===== config.mk =====
export PLATFORM = sky130hd
export DESIGN_NAME = mips_timer
export DESIGN_NICKNAME = d
export VERILOG_FILES = /design/src/rtl/mips_timer_pkg.sv /design/src/rtl/mips_timer_prescaler.sv /design/src/rtl/mips_timer.sv
export SDC_FILE = /design/constraint.sdc
export NUM_CORES = 1
export LEC_CHECK = 0
export ABC_AREA = 1
export CAP_MARGIN = 40
export CORE_MARGIN = 4
export CORE_UTILIZATION = 60
export CTS_BUF_LIST = sky130_fd_sc_hd__clkbuf_8
export DETAILED_ROUTE_END_ITERATION = 10
export PLACE_DENSITY = 0.87
export SETUP_SLACK_MARGIN = 0.4
export SYNTH_ARGS = -nofsm -noshare
export SYNTH_HDL_FRONTEND = slang
export SYNTH_SLANG_ARGS = --single-unit

===== constraint.sdc =====
create_clock -name clk -period 3.35 [get_ports clk]
set_input_delay 0.67 -clock clk [delete_from_list [all_inputs] [get_ports clk]]
set_output_delay 0.67 -clock clk [all_outputs]
set_load 0.01 [all_outputs]

===== src/rtl/mips_timer_pkg.sv =====
// Shared definitions for the bridge-mapped countdown timer: register map,
// CTRL field positions, MODE encodings and FSM states.
package mips_timer_pkg;

  localparam logic [1:0] ADDR_CTRL   = 2'd0;
  localparam logic [1:0] ADDR_PRESET = 2'd1;
  localparam logic [1:0] ADDR_COUNT  = 2'd2;

  localparam int CTRL_EN = 0;
  localparam int CTRL_IM = 3;

  localparam logic [1:0] MODE_ONESHOT = 2'd0;
  localparam logic [1:0] MODE_RELOAD  = 2'd1;

  typedef enum logic [1:0] {
    ST_IDLE,
    ST_LOAD,
    ST_CNT,
    ST_INT
  } state_t;

  // MODE 2/3 fall back to one-shot, so only the exact reload code reloads.
  function automatic logic is_reload(input logic [3:0] ctrl);
    return ctrl[2:1] == MODE_RELOAD;
  endfunction

endpackage


===== src/rtl/mips_timer_prescaler.sv =====
// Divides the clock into a one-cycle tick every PRESCALE cycles; clr restarts
// the division so the first tick lands a full period after clr drops.
module timer_prescaler #(
  parameter int PRESCALE = 16
) (
  input  logic clk,
  input  logic reset,
  input  logic clr,
  output logic tick
);

  localparam int W = (PRESCALE > 1) ? $clog2(PRESCALE) : 1;

  logic [W-1:0] cnt_q;
  logic [W-1:0] cnt_d;

  always_comb begin
    tick  = (cnt_q == W'(PRESCALE - 1));
    cnt_d = (clr || tick) ? '0 : cnt_q + 1'b1;
  end

  always_ff @(posedge clk) begin
    if (reset) cnt_q <= '0;
    else       cnt_q <= cnt_d;
  end

endmodule


===== src/rtl/mips_timer.sv =====
// Memory-mapped countdown timer (CTRL/PRESET/COUNT) driving the core's HWInt.
// Define TIMER_PRESCALE_EN to count only on prescaler ticks.
module mips_timer
  import mips_timer_pkg::*;
#(
  parameter int PRESCALE = 16
) (
  input  logic        clk,
  input  logic        reset,
  input  logic [1:0]  addr,
  input  logic        we,
  input  logic [31:0] din,
  output logic [31:0] dout,
  output logic        irq
);

  logic [3:0]  ctrl_q, ctrl_d;
  logic [31:0] preset_q, preset_d;
  logic [31:0] count_q, count_d;
  state_t      state_q, state_d;
  logic        irq_flag_q, irq_flag_d;
  logic        irq_q, irq_d;
  logic        tick;
  logic        wr_ctrl, wr_preset;

`ifdef TIMER_PRESCALE_EN
  timer_prescaler #(.PRESCALE(PRESCALE)) u_prescaler (
    .clk   (clk),
    .reset (reset),
    .clr   ((state_q == ST_IDLE) || (state_q == ST_LOAD)),
    .tick  (tick)
  );
`else
  // Every cycle is a tick; PRESCALE is legal only when >= 1.
  assign tick = (PRESCALE > 0);
`endif

  assign wr_ctrl   = we && (addr == ADDR_CTRL);
  assign wr_preset = we && (addr == ADDR_PRESET);

  always_comb begin
    ctrl_d     = ctrl_q;
    preset_d   = preset_q;
    count_d    = count_q;
    state_d    = state_q;
    irq_flag_d = irq_flag_q;

    case (state_q)
      ST_IDLE: if (ctrl_q[CTRL_EN]) state_d = ST_LOAD;
      ST_LOAD: begin
        count_d = preset_q;
        state_d = ST_CNT;
      end
      ST_CNT: begin
        if (!ctrl_q[CTRL_EN]) begin
          state_d = ST_IDLE;
        end else if (tick) begin
          if (count_q <= 32'd1) begin
            count_d    = '0;
            irq_flag_d = 1'b1;
            state_d    = ST_INT;
          end else begin
            count_d = count_q - 32'd1;
          end
        end
      end
      ST_INT: begin
        if (is_reload(ctrl_q)) begin
          irq_flag_d = 1'b0;
          state_d    = ST_LOAD;
        end else begin
          ctrl_d[CTRL_EN] = 1'b0;
          state_d         = ST_IDLE;
        end
      end
      default: state_d = ST_IDLE;
    endcase

    // Software writes override the hardware updates above.
    if (wr_ctrl)   ctrl_d   = din[3:0];
    if (wr_preset) preset_d = din;
    if (wr_ctrl || wr_preset) irq_flag_d = 1'b0;
    if ((state_q == ST_INT) && !ctrl_d[CTRL_EN]) state_d = ST_IDLE;

    irq_d = ctrl_d[CTRL_IM] & irq_flag_d;
  end

  always_ff @(posedge clk) begin
    if (reset) begin
      ctrl_q     <= '0;
      preset_q   <= '0;
      count_q    <= '0;
      state_q    <= ST_IDLE;
      irq_flag_q <= 1'b0;
      irq_q      <= 1'b0;
    end else begin
      ctrl_q     <= ctrl_d;
      preset_q   <= preset_d;
      count_q    <= count_d;
      state_q    <= state_d;
      irq_flag_q <= irq_flag_d;
      irq_q      <= irq_d;
    end
  end

  always_comb begin
    case (addr)
      ADDR_CTRL:   dout = {28'd0, ctrl_q};
      ADDR_PRESET: dout = preset_q;
      ADDR_COUNT:  dout = count_q;
      default:     dout = '0;
    endcase
  end

  assign irq = irq_q;

endmodule


==> results.txt, run 1 <==
----------------------------------------------------
[Floorplanning]
  Placeable core region ... 0.00694 mm²
  Starting density of the core ... 63.0%
  Overall die area ... 0.00872 mm²
  Die Y-Extent ... 93.4 µm
  Number of ports placed on the die boundary ... 70
  Number of standard-cell rows in the floorplan ... 30
  Die width ... a little over 90 µm

[Place]
  Cell Area, Placed ... 0.00512 mm²
  DP HPWL ... 9240 µm
  Worst Setup Slack post-DPL ... 0.366 ns
  Gp weighted congestion ... 0.939
  Count of input and output buffers ... a little under 70
  Number of cells in the design after placement ... between 800 and 900

[Clocking]
  Clock insertion delay at the later pin of the skew report ... 0.36 ns
  Maximum buffer depth of the clock tree ... 2
  Clock sinks ... 72
  TritonCTS clock tree ... yes
  Clock-pin slew of the registers on the worst-case setup and hold paths ... about 0.08 ns
  Master cell of the clock root buffer ... sky130_fd_sc_hd__clkbuf_8
  Maximum level of the CTS H-tree ... 3
  Number of buffers created by CTS ... 9

[Timing]
  Unrepaired setup endpoints after global routing ... no
  Worst rel slew slack ... 48.9%
  Final worst slack ... about 0.63 ns
  Highest clock rate ... about 370 MHz
  Final Hold Viols ... 0
  Pin slew with the least headroom to its limit ... 0.765 ns
  Final max-slew violation count ... 0
  Final Hold Slack ... 0.487 ns
  Post-layout min period ... ~2.7 ns
  Setup violations, final ... 0
  Share of the clock period used by the worst path after layout ... approximately four fifths
  Final clock skew ... 0.0138 ns
  Setup Total Neg Slack ... 0 ns

[Detailed routing]
  Via/cell ratio ... 5.62
  Detailed Route Iter0 Violations ... 300
  Remaining antenna violation count after routing ... 0
  Wirelength, routed ... approximately 13000 µm
  DRC ... 0
  Vias post-DR ... 4612
  Detailed Routing Iterations Pass 1 ... 5
  Mean routed wirelength per cell ... between 15 and 20 µm

[Yosys]
  Syn nets ... 698
  Number of warnings issued by yosys ... 0
  Count of mapped cells out of synthesis ... about 660
  Area fraction of the dominant cell type after synthesis ... 32.9%
  Share of the yosys chip area belonging to registers ... 32.9%
  Share of synthesized registers carrying an async set or reset ... 0%
  Post-synthesis register bit count ... roughly 70
  Cell types with the largest area share after synthesis ... sky130_fd_sc_hd__dfxtp_1, sky130_fd_sc_hd__nand2_1, sky130_fd_sc_hd__a21oi_1, sky130_fd_sc_hd__inv_1, sky130_fd_sc_hd__o21ai_0
  Synthesized area divided by synthesized cell count ... 6.64 µm²
  Most common cell in the netlist ... sky130_fd_sc_hd__nand2_1
  Leading register cell type out of synthesis ... sky130_fd_sc_hd__dfxtp_1
  Ranking of synthesized cells by instance count ... sky130_fd_sc_hd__nand2_1, sky130_fd_sc_hd__inv_1, sky130_fd_sc_hd__dfxtp_1
  Distinct cell type count of the synthesized netlist ... 31
  Syn Std Cell Area ... around 0.0044 mm²
  Library cell with the largest summed area after synthesis ... sky130_fd_sc_hd__dfxtp_1
  Number of enable-type register cells in the synthesized netlist ... 0

[Cells and area]
  Area growth from synthesis to layout ... 24.1%
  Share of final-layout standard cells stronger than drive strength 1 ... 12.3%
  Fillcell total ... 525
  Design area ... 0.00543 mm²
  Nets ... 759
  Finished Core Util ... 78.2%
  Non-filler instance count after layout ... 821
  Number of antenna repair diodes ... 0

[Run]
  Number of maximum-capacitance constraint violations ... 0

[GRT]
  Global-route usage over all layers ... between 30 and 40%
  Global-route wire length before repair ... 20900 µm
  Sum of overflow across all layers after global routing ... 0
  Largest net degree at the start of global routing ... 37
  Antenna violations before repair ... 0
  Vias in the first global route ... approximately 4400

[Power]
  Power consumption ... 1.93 mW
  Worst VDD drop ... 0.000249 V
  Pwr/cell area ... 356 mW/mm²
  Standby leakage power ... 2.75 nW

[Worst setup path]
  Buffer and inverter count on the worst path ... 5
  Largest delay contributor family on the critical path ... buffers and inverters
  Data required time of the worst path ... ~2.7 ns
  Top fanout value on the critical path ... 14
  CP Cell Sequence ... clkdlybuf4s50_1 -> inv_1 -> nor2_1 -> inv_1 -> buf_4 -> o221ai_1 -> dlygate4sd2_1
  Arrival time worst endpoint ... 2.05 ns
  Delay of the slowest cell on the worst path ... approximately 0.45 ns
  Cell with the biggest individual delay on the critical path ... sky130_fd_sc_hd__clkdlybuf4s50_1
  Worst setup EP type ... primary output
  Cell repeated most along the worst path ... sky130_fd_sc_hd__inv_1
  Type of the worst setup path ... input port to primary output
  Startpoint class of the critical path ... input port

[Status]
  Result of the run ... completed

[Hold path]
  Worst hold path type ... register to register

----------------------------------------------------
[per-layer routing]
metal | routed length (µm) | GRT usage (%) | vias to the layer above
met5 | 0 | 0 | -
met4 | 303 | 10.6 | 0
met3 | 816 | 4.59 | 34
met2 | 6350 | 51.9 | 171
met1 | 5530 | 38.0 | 2146
li1 | - | - | 2261
[tightest hold or removal path: stages, from the launching register on]
cell and delay [ns]:
sky130_fd_sc_hd__dfxtp_1 0.30, sky130_fd_sc_hd__inv_1 0.08, sky130_fd_sc_hd__a21oi_1 0.06
[cell families after synthesis]
family	share of synthesized area, %
AND/OR/NAND/NOR	29.6
AO/OA/AOI/OAI	22.6
buffers and inverters	11.3
flip-flops	32.9
XOR/XNOR	3.00
adder cells (fa/ha/maj)	0.572
[power breakdown]
group / total (mW) / switching, mW / leakage, nW / internal, mW
registers: 0.891 / 0.0122 / 0.585 / 0.879
logic: 0.265 / 0.150 / 2.05 / 0.115
clock network: 0.776 / 0.340 / 0.110 / 0.436
[worst paths after layout]
kind,depth (start not counted),startpoint,slack (ns),endpoint
setup reg to reg,8,state_q[1],0.82,count_q[4]
hold / removal,2,preset_q[11],0.49,preset_q[11]
setup / recovery,7,addr[0],0.63,dout[0]
hold reg to reg,2,preset_q[11],0.49,preset_q[11]
[placed cells by master, fill, tap and decap left out, drive strengths merged]
master	count
nand2	172
o22ai	46
a211oi	1
dlygate4sd2	5
nand4	6
o21ai	48
nor3	1
a21oi	68
nor2	78
ha	2
buf	12
clkinvlp	2
nand3	24
xnor2	1
clkinv	1
inv	92
xor2	14
dlymetal6s2s	27
clkdlybuf4s50	37
bufinv	2
o221ai	4
dfxtp	72
clkbuf	10
[state kept, by name, indices dropped and copies added (netlist names)]
| register | flops |
|---|---|
| irq | 1 |
| irq_flag_q | 1 |
| ctrl_q | 4 |
| state_q | 2 |
| count_q | 32 |
| preset_q | 32 |
[final cells by class]
class / instances / area, µm² / share of cell area, %
clock inverters: 6 / 83.8 / 1.54
clock buffers: 10 / 138 / 2.53
repair buffers: 81 / 862 / 15.9
inverters: 91 / 342 / 6.29
flip-flops and latches: 72 / 1440 / 26.5
multi-input cells: 465 / 2440 / 45.0
well taps: 96 / 120 / 2.21
[timing repair]
item,in CTS,in global routing
setup endpoints to repair,5,27
gates cloned,0,0
resized for setup,5,27
setup buffers,0,0
endpoints found under the hold margin,0,0
hold buffers,0,0
No activity file was read; power rests on OpenSTA's default activity.
==> run 2, diff against run 1 <==
--- a/config.mk
+++ b/config.mk
@@ -8,10 +8,10 @@
 export ABC_AREA = 1
 export CAP_MARGIN = 40
 export CORE_MARGIN = 4
-export CORE_UTILIZATION = 60
+export CORE_UTILIZATION = 56
 export CTS_BUF_LIST = sky130_fd_sc_hd__clkbuf_8
 export DETAILED_ROUTE_END_ITERATION = 10
-export PLACE_DENSITY = 0.87
+export PLACE_DENSITY = 0.82
 export SETUP_SLACK_MARGIN = 0.4
 export SYNTH_ARGS = -nofsm -noshare
 export SYNTH_HDL_FRONTEND = slang
==> constraint.sdc (replaced) <==
create_clock -name clk -period 2.7 [get_ports clk]
set_input_delay 0.54 -clock clk [delete_from_list [all_inputs] [get_ports clk]]
set_output_delay 0.54 -clock clk [all_outputs]
set_load 0.01 [all_outputs]
==> run 2 against run 1 <==
  * Non-clock buffer count is 1 higher
  * Combinational power grew 25%
  * Cell area decreased by 3.3%
  * Sequential power grew 25%
  * First-iteration DRC count increased by 4.0%
  * Critical path depth unchanged
  * Core utilization fell by 7.3 points
  * Critical endpoint is now dout[9]
  * Clock power rose by 9.1%
  * Die area grew 6.5%
  * Largest cell class unchanged
==> results.txt, run 2 (same netlist as run 1, synthesis figures left out) <==
----------------------------------------------------
[Status]
  Result of the run ... completed

[Clocking]
  Maximum level of the CTS H-tree ... 3
  Clock insertion delay at the later pin of the skew report ... 0.35 ns
  Master cell of the clock root buffer ... sky130_fd_sc_hd__clkbuf_8
  TritonCTS clock tree ... yes
  Clock-pin slew of the registers on the worst-case setup and hold paths ... approximately 0.080 ns
  Clock sinks ... 72
  Number of hold buffers added after cts ... 0
  Number of buffers created by CTS ... 9
  Maximum buffer depth of the clock tree ... 2

[Power]
  Standby leakage power ... 2.30 nW
  Pwr/cell area ... 435 mW/mm²
  Power consumption ... 2.28 mW
  Worst VDD drop ... 0.000226 V

[GRT]
  Vias in the first global route ... 4504
  Sum of overflow across all layers after global routing ... 0
  Largest net degree at the start of global routing ... 39
  GR Util met1 ... 35.9%
  Global-route wire length before repair ... 21300 µm
  Antenna violations before repair ... 0
  Global-route layer with the greatest usage ... met2
  Global routing usage on met2 ... 51.8%
  Global-route track usage on met3 ... 4.88%
  Global-route usage over all layers ... 29.5%

[Timing]
  Final clock skew ... 0.00743 ns
  Pin slew with the least headroom to its limit ... about 0.63 ns
  Post-layout min period ... 2.24 ns
  Final Hold Viols ... 0
  Share of the clock period used by the worst path after layout ... just over 80%
  Setup violations, final ... 0
  Highest clock rate ... 447 MHz
  Worst rel slew slack ... approximately 58%
  Final max-slew violation count ... 0
  Unrepaired setup endpoints after global routing ... yes

[Worst setup path]
  Arrival time worst endpoint ... 1.70 ns
  Startpoint class of the critical path ... input port
  Worst setup EP type ... primary output
  Type of the worst setup path ... input port to primary output
  Data required time of the worst path ... 2.16 ns
  Top fanout value on the critical path ... 27
  Worst reg2reg path depth ... 11

[Cells and area]
  Share of final-layout standard cells stronger than drive strength 1 ... 18.3%
  Fillcell total ... 639
  Non-filler instance count after layout ... between 800 and 900
  Highest-count cells in the layout ignoring fill and taps ... sky130_fd_sc_hd__nand2_1, sky130_fd_sc_hd__inv_1, sky130_fd_sc_hd__dfxtp_1, sky130_fd_sc_hd__a21oi_1, sky130_fd_sc_hd__nor2_1
  Commonest non-fill, non-tap cell in the layout ... sky130_fd_sc_hd__nand2_1
  Area growth from synthesis to layout ... 20.0%
  Nets ... 760
  Number of antenna repair diodes ... 0
  Biggest regs ... count_q (32), preset_q (32), ctrl_q (4)

[Floorplanning]
  Number of ports placed on the die boundary ... 70
  Number of standard-cell rows in the floorplan ... 31
  Placeable core region ... 0.00741 mm²
  Overall die area ... slightly above 0.009 mm²
  Die Y-Extent ... a little under 100 µm
  Die width ... 96.4 µm
  Starting density of the core ... about three fifths

[Hold path]
  Worst hold path type ... register to register
  Worst hold path cell count ... 2

[Detailed routing]
  Vias post-DR ... 4647
  Via/cell ratio ... 5.63
  Mean routed wirelength per cell ... 16.2 µm
  Remaining antenna violation count after routing ... 0
  DRC ... 0
  Detailed Routing Iterations Pass 1 ... 5
  Wirelength, routed ... 13400 µm
  Detailed Route Iter0 Violations ... about 310

[Run]
  Number of maximum-capacitance constraint violations ... 0

[Place]
  Gp weighted congestion ... 0.916
  Number of cells in the design after placement ... 809
  Count of input and output buffers ... 69
  DP HPWL ... 9680 µm

----------------------------------------------------
[run 2: cell types whose count changed in the layout (fill, tap and decap cells not counted), sizes merged]
cell / change
clkdlybuf4s15: +1
buf: +32
dlymetal6s2s: -26
clkinv: +2
bufinv: -1
dlygate4sd2: -5
clkdlybuf4s50: -1
clkbuf: -1
[run 2: cell type report]
type	count	area, µm²	area share [%]
clock buffer	9	124	2.36
clock inverter	7	63.8	1.22
inverter	91	342	6.51
multi-input combinational	465	2500	47.6
sequential	72	1440	27.5
tap	99	124	2.36
timing repair buffer	82	657	12.5
[run 2: power breakdown]
part / switching, mW / total (mW) / internal [mW]
clock network: 0.429 / 0.847 / 0.419
logic: 0.192 / 0.331 / 0.139
registers: 0.0150 / 1.11 / 1.09
[run 2: metrics by stage]
step | cell area [µm²] | util (%) | hold slack [ns] | TNS (ns) | worst slack (ns)
floorplan | 4380 | - | 0.444 | 0 | 0.682
global placement | 5150 | 69.5 | 0.454 | 0 | 0.0525
detailed placement | 5150 | 69.5 | 0.466 | -0.00626 | -0.00626
CTS | 5230 | 70.6 | 0.478 | 0 | 0.356
global route | 5250 | 70.8 | 0.502 | 0 | 0.395
finish | 5250 | 70.8 | 0.477 | 0 | 0.461
[run 2: layer usage]
metal | vias to the layer above | routed length [µm] | part of all wire [%]
met5 | - | 0 | 0
met4 | 0 | 291 | 2.2
met3 | 29 | 850 | 6.4
met2 | 182 | 6640 | 50
met1 | 2168 | 5580 | 42
li1 | 2268 | - | -
[run 2: worst paths after layout]
kind / start / end / slack (ns)
worst max-delay path: addr[0] / dout[9] / 0.46
worst min-delay path: preset_q[30] / preset_q[30] / 0.48
worst max register to register: count_q[0] / count_q[28] / 0.58
worst min register to register: preset_q[30] / preset_q[30] / 0.48
[run 2: worst max-delay path, stage by stage]
cell and delay (ns):
sky130_fd_sc_hd__clkdlybuf4s50_1 0.47, sky130_fd_sc_hd__inv_2 0.06, sky130_fd_sc_hd__nor2_4 0.11, sky130_fd_sc_hd__inv_2 0.07
sky130_fd_sc_hd__buf_12 0.17, sky130_fd_sc_hd__o22ai_1 0.12, sky130_fd_sc_hd__buf_2 0.15
[run 2: what timing repair did]
action	CTS	global route
pin swaps	0	1
buffers inserted	0	0
resized for setup	122	20
endpoints found under the setup margin	32	18
